[config.mk]
export PLATFORM = sky130hd
export DESIGN_NAME = q_tile_reader
export DESIGN_NICKNAME = d
export VERILOG_FILES = /design/src/rtl/q_tile_reader.sv
export SDC_FILE = /design/constraint.sdc
export NUM_CORES = 1
export LEC_CHECK = 0
export ABC_CLOCK_PERIOD_IN_PS = 2600
export BUFFER_PORTS_ARGS = -buffer_cell sky130_fd_sc_hd__buf_2
export CORE_AREA = 5 5 260 262
export DETAILED_ROUTE_END_ITERATION = 12
export DIE_AREA = 0 0 265 267
export MAX_ROUTING_LAYER = met4
export SLEW_MARGIN = 20
export SYNTH_ARGS = -nofsm -noshare
export SYNTH_HDL_FRONTEND = slang
export SYNTH_SLANG_ARGS = --single-unit
[constraint.sdc]
create_clock -name clk -period 2.6 [get_ports clk]
set_input_delay 0.39 -clock clk [delete_from_list [all_inputs] [get_ports clk]]
set_output_delay 0.39 -clock clk [all_outputs]
set_load 0.1 [all_outputs]
[src/rtl/q_tile_reader.sv]
// q_tile_reader: reads 4x4 FP32 Q tiles back out of the Q output SRAM.
// Each tile is stored as WORDS_PER_TILE consecutive 128-bit words. The block
// reassembles the words into one wide vector and offers it downstream over a
// valid/ready handshake. It only ever reads the SRAM.
module q_tile_reader #(
   parameter int ADDR_WIDTH     = 7,
   parameter int WORD_WIDTH     = 128,
   parameter int WORDS_PER_TILE = 4,
   parameter int CNT_WIDTH      = 6
) (
   input  logic                                 clk,
   input  logic                                 rst_n,
   input  logic                                 start,
   input  logic                                 abort,
   input  logic [ADDR_WIDTH-1:0]                base_addr,
   input  logic [CNT_WIDTH-1:0]                 num_tiles,
   input  logic [WORD_WIDTH-1:0]                MEM_DOUT,
   output logic                                 MEM_CEB,
   output logic                                 MEM_WEN,
   output logic [ADDR_WIDTH-1:0]                MEM_ADDR,
   output logic                                 tile_valid,
   input  logic                                 tile_ready,
   output logic [WORD_WIDTH*WORDS_PER_TILE-1:0] tile_data,
   output logic [CNT_WIDTH-1:0]                 tile_idx,
   output logic                                 busy,
   output logic                                 done
);

   localparam int KW = (WORDS_PER_TILE > 1) ? $clog2(WORDS_PER_TILE) : 1;
   localparam logic [KW-1:0] K_LAST = KW'(WORDS_PER_TILE - 1);
   localparam logic [CNT_WIDTH-1:0] ONE_TILE = CNT_WIDTH'(1);

   typedef enum logic [2:0] {
      IDLE,
      ISSUE,
      DRAIN,
      PRESENT,
      FINISH
   } state_t;

   state_t                state;
   logic [ADDR_WIDTH-1:0] cur_addr;
   logic [CNT_WIDTH-1:0]  tiles_left;
   logic [KW-1:0]         word_cnt;
   logic [KW-1:0]         rd_slot;
   logic                  rd_pending;

   // The SRAM port is only driven while issuing reads; the address is parked
   // at zero otherwise so the bus is quiet between tiles.
   assign MEM_CEB  = (state != ISSUE);
   assign MEM_WEN  = 1'b1;
   assign MEM_ADDR = (state == ISSUE) ? cur_addr : '0;
   assign busy     = (state != IDLE);

   // Job sequencer: issues the reads of one tile, captures the returning
   // words one cycle later, then holds the tile until the consumer takes it.
   always_ff @(posedge clk) begin
      if (!rst_n) begin
         state      <= IDLE;
         cur_addr   <= '0;
         tiles_left <= '0;
         word_cnt   <= '0;
         rd_slot    <= '0;
         rd_pending <= 1'b0;
         tile_valid <= 1'b0;
         tile_data  <= '0;
         tile_idx   <= '0;
         done       <= 1'b0;
      end else if (abort && (state != IDLE)) begin
         // Any read still in flight is dropped; the last tile stays visible.
         state      <= IDLE;
         rd_pending <= 1'b0;
         tile_valid <= 1'b0;
         done       <= 1'b0;
         word_cnt   <= '0;
      end else begin
         done       <= 1'b0;
         rd_pending <= 1'b0;

         if (rd_pending) begin
            for (int j = 0; j < WORDS_PER_TILE; j++) begin
               if (rd_slot == KW'(j)) begin
                  tile_data[j*WORD_WIDTH +: WORD_WIDTH] <= MEM_DOUT;
               end
            end
         end

         case (state)
            IDLE: begin
               if (start && !abort) begin
                  cur_addr   <= base_addr;
                  tiles_left <= num_tiles;
                  tile_idx   <= '0;
                  word_cnt   <= '0;
                  if (num_tiles == '0) begin
                     state <= FINISH;
                     done  <= 1'b1;
                  end else begin
                     state <= ISSUE;
                  end
               end
            end

            ISSUE: begin
               cur_addr   <= cur_addr + ADDR_WIDTH'(1);
               rd_pending <= 1'b1;
               rd_slot    <= word_cnt;
               if (word_cnt == K_LAST) begin
                  word_cnt <= '0;
                  state    <= DRAIN;
               end else begin
                  word_cnt <= word_cnt + KW'(1);
               end
            end

            DRAIN: begin
               state      <= PRESENT;
               tile_valid <= 1'b1;
            end

            PRESENT: begin
               if (tile_ready) begin
                  tile_valid <= 1'b0;
                  tiles_left <= tiles_left - ONE_TILE;
                  tile_idx   <= tile_idx + ONE_TILE;
                  word_cnt   <= '0;
                  if (tiles_left == ONE_TILE) begin
                     state <= FINISH;
                     done  <= 1'b1;
                  end else begin
                     state <= ISSUE;
                  end
               end
            end

            FINISH: begin
               state <= IDLE;
            end

            default: begin
               state <= IDLE;
            end
         endcase
      end
   end

endmodule

==> run metrics <==
RSZ-0062 raised after global routing false; # IOs 676; Routability Congestion ~0.86; Tcrit/Tclk final 93.1%; Via density 4.76; Clock Latency Late Sink 0.61 ns; worst-path maximum fanout 12; PnR worst setup slack 0.180 ns; post-cts sizing count 0; cell-by-cell trace of the critical path buf_4 -> nor3b_2 -> inv_1 -> buf_2; die span in x roughly 270 um; CTS clk-pin slew, worst paths around 0.060 ns; final WL roughly 74 mm; hold buffers post-CTS 0; number of synthesis warnings 0; GRT met2 Usage between 30% and 40%; Post-route DRC 0; final net count 3200; core area 65200 um2; gr usage total 20.0%; Max-Cap Viols 0; Slew @ Worst Pin 0.709 ns; Slew HR 52.4%; grt ovf 0; sequential fraction of the synthesis area between 50% and 60%; Crit Path Class register to primary output; Yosys reg bits ~540; HP Class input pin to register; met3 Usage GRT 5.12%; IR drop worst, VDD 0.527 mV; first-pass GRT wire length 110 mm; largest net degree at the start of global routing 95; Worst path top cell family by delay buffers and inverters; DRT iter0 DRCs 1456; HPWL Detailed roughly 52 mm; Avg Cell Area, Syn 7.88 um2; FFs w/ async S/R, synth 0%; clock sink count 541; Fmax 413 MHz; synthesis-to-layout area growth 32.4%; Vias 18800; ys flop type dfxtp_1; Setup TNS 0 ns; crit path time final 2.42 ns; Leak Pwr roughly 11 nW; Yosys cell types 53; 1st-pass router iterations 9; WP depth 4; CTS tree built; DRT antenna net count 0; Worst setup EP type primary output; pre-CTS setup slack 0.605 ns; Setup Skew approximately 0.025 ns; Starting Density 29.6%; WL per Instance 18.8 um; GR peak layer met2; H-Tree Depth 2; CP Data Arrival Time 2.03 ns; Syn Nets 2599; number of global-route vias before repair 17800; CTS Buf Count 58; Crit-path slowest cell buf_2; R2R setup slack 0.60 ns; buffer type at the clock tree root clkbuf_16; layout cells sized above 1 a little over a quarter; met1 Usage GRT 24.9%; buffers plus inverters on the worst setup path 3; Worst Path Required 2.21 ns; Fin. Hold Viols 0; Final Slew Violations 0; full die area about 71000 um2; Hold Path Stages 3; Post-Syn Area 19300 um2; status finished clean; Synth Instances 2448; Max stage delay on crit path approximately 0.47 ns; Port Buffers between 600 and 700; Reg2Reg Depth 5; CP startpoint kind register; Bufs on Longest Clock Path 3; post-CTS setup buffers 0; antenna violations before repair 5; Die Ht 267 um; Final Setup Violations 0; Placement Rows 94; number of synthesized flops with an enable pin 0; PwrDens 697 nW/um2
[where the power goes]
group          switching [W]  internal [W]
logic               0.000901      0.000237
registers          0.0000415       0.00835
clock network        0.00338       0.00489
total                0.00432        0.0135
[per-stage QoR]
stage | power, W | hold WS [ns] | cell area (um2) | util [%] | instances
floorplan | 0.00924 | 0.445 | 19300 | - | 2448
global placement | 0.00972 | 0.438 | 23600 | 36.3 | 3853
detailed placement | 0.00972 | 0.443 | 23600 | 36.3 | 3853
CTS | 0.0180 | 0.00638 | 25500 | 39.2 | 3952
global route | 0.0184 | 0.0326 | 25500 | 39.2 | 3956
finish | 0.0178 | 0.0553 | 25500 | 39.2 | 3957
[logic make-up (layout without fill, tap and decap cells)]
kind of cell    Yosys count  after routing  share of synthesized area, %
simple gates           1122           1122                          22.6
other cells               1              6                        0.0194
fa+ha+maj                 5              5                         0.324
buf+inv                 192            832                          5.00
xor+xnor                  4              4                         0.182
compound gates          583            583                          15.7
flops                   541            541                          56.2
[cell usage in the layout (no fill, tap or decap), types with 3 or more instances in the layout]
master,netlist,layout
a211oi_1,3,3
a21oi_1,533,533
and2_1,8,8
buf_12,0,30
buf_2,39,667
buf_4,28,28
bufinv_16,0,5
clkbuf_1,104,15
clkbuf_16,0,58
clkbuf_8,0,11
clkinv_2,0,6
dfxtp_1,541,540
diode_2,0,5
ha_1,5,5
inv_1,8,7
nand2_1,1045,1045
nand2b_1,5,4
nand3_1,8,7
nor2_1,23,22
nor3_1,8,7
nor4_1,3,3
o211ai_1,3,3
o21ai_0,20,20
or4_1,3,3
xor2_1,4,4
[synthesized netlist by cell type, types with 3 or more instances]
library cell,count,area (um2)
o21ai_0,20,100
or4_1,3,22.5
inv_1,8,30.0
buf_6,12,135
nand2b_1,5,31.3
nand3_1,8,40.0
nor2_1,23,86.3
a21oi_1,533,2670
buf_2,39,195
ha_1,5,62.6
buf_4,28,210
xor2_1,4,35.0
nor3_1,8,40.0
and2_1,8,50.1
clkbuf_1,104,390
o211ai_1,3,22.5
dfxtp_1,541,10800
nor4_1,3,18.8
nand2_1,1045,3920
a211oi_1,3,22.5
[worst paths after layout]
path / to / from
worst min-delay path: tile_data[86]$_SDFFE_PN0P_ / MEM_DOUT[86]
worst max register to register: tile_data[63]$_SDFFE_PN0P_ / state[1]$_SDFFE_PP0P_
worst max-delay path: MEM_CEB / state[2]$_SDFFE_PP0P_
worst min register to register: tile_data[477]$_SDFFE_PN0P_ / tile_data[477]$_SDFFE_PN0P_
[layer usage]
metal	vias up	wire, um
met5	-	0
met4	0	2380
met3	131	5900
met2	709	35200
met1	8874	31000
li1	9129	-
[state kept, by name, indices dropped and copies added (netlist names)]
| register | flops |
|---|---|
| rd_pending | 1 |
| tile_idx | 6 |
| state | 3 |
| word_cnt | 2 |
| done | 1 |
| tile_valid | 1 |
| rd_slot | 2 |
| cur_addr | 7 |
| tiles_left | 6 |
| tile_data | 512 |
[cell type report]
type                    instances  area [um2]
multi-input cells            1715        7540
repair buffers                725        4150
well taps                     864        1080
flip-flops and latches        541       10800
fillers                      6794       39600
clock inverters                15         223
clock buffers                  84        1660
diodes                          5        12.5
inverters                       8        37.5
[worst reg2reg max path, delay by kind of cell (launching register included)]
family / cells / cell delay, ns
DFF: 1 / 0.44
and+or+nand+nor: 2 / 0.57
AOI/OAI and AO/OA: 2 / 0.50
buffers and inverters: 1 / 0.38
(Power assumes the default switching activity.)
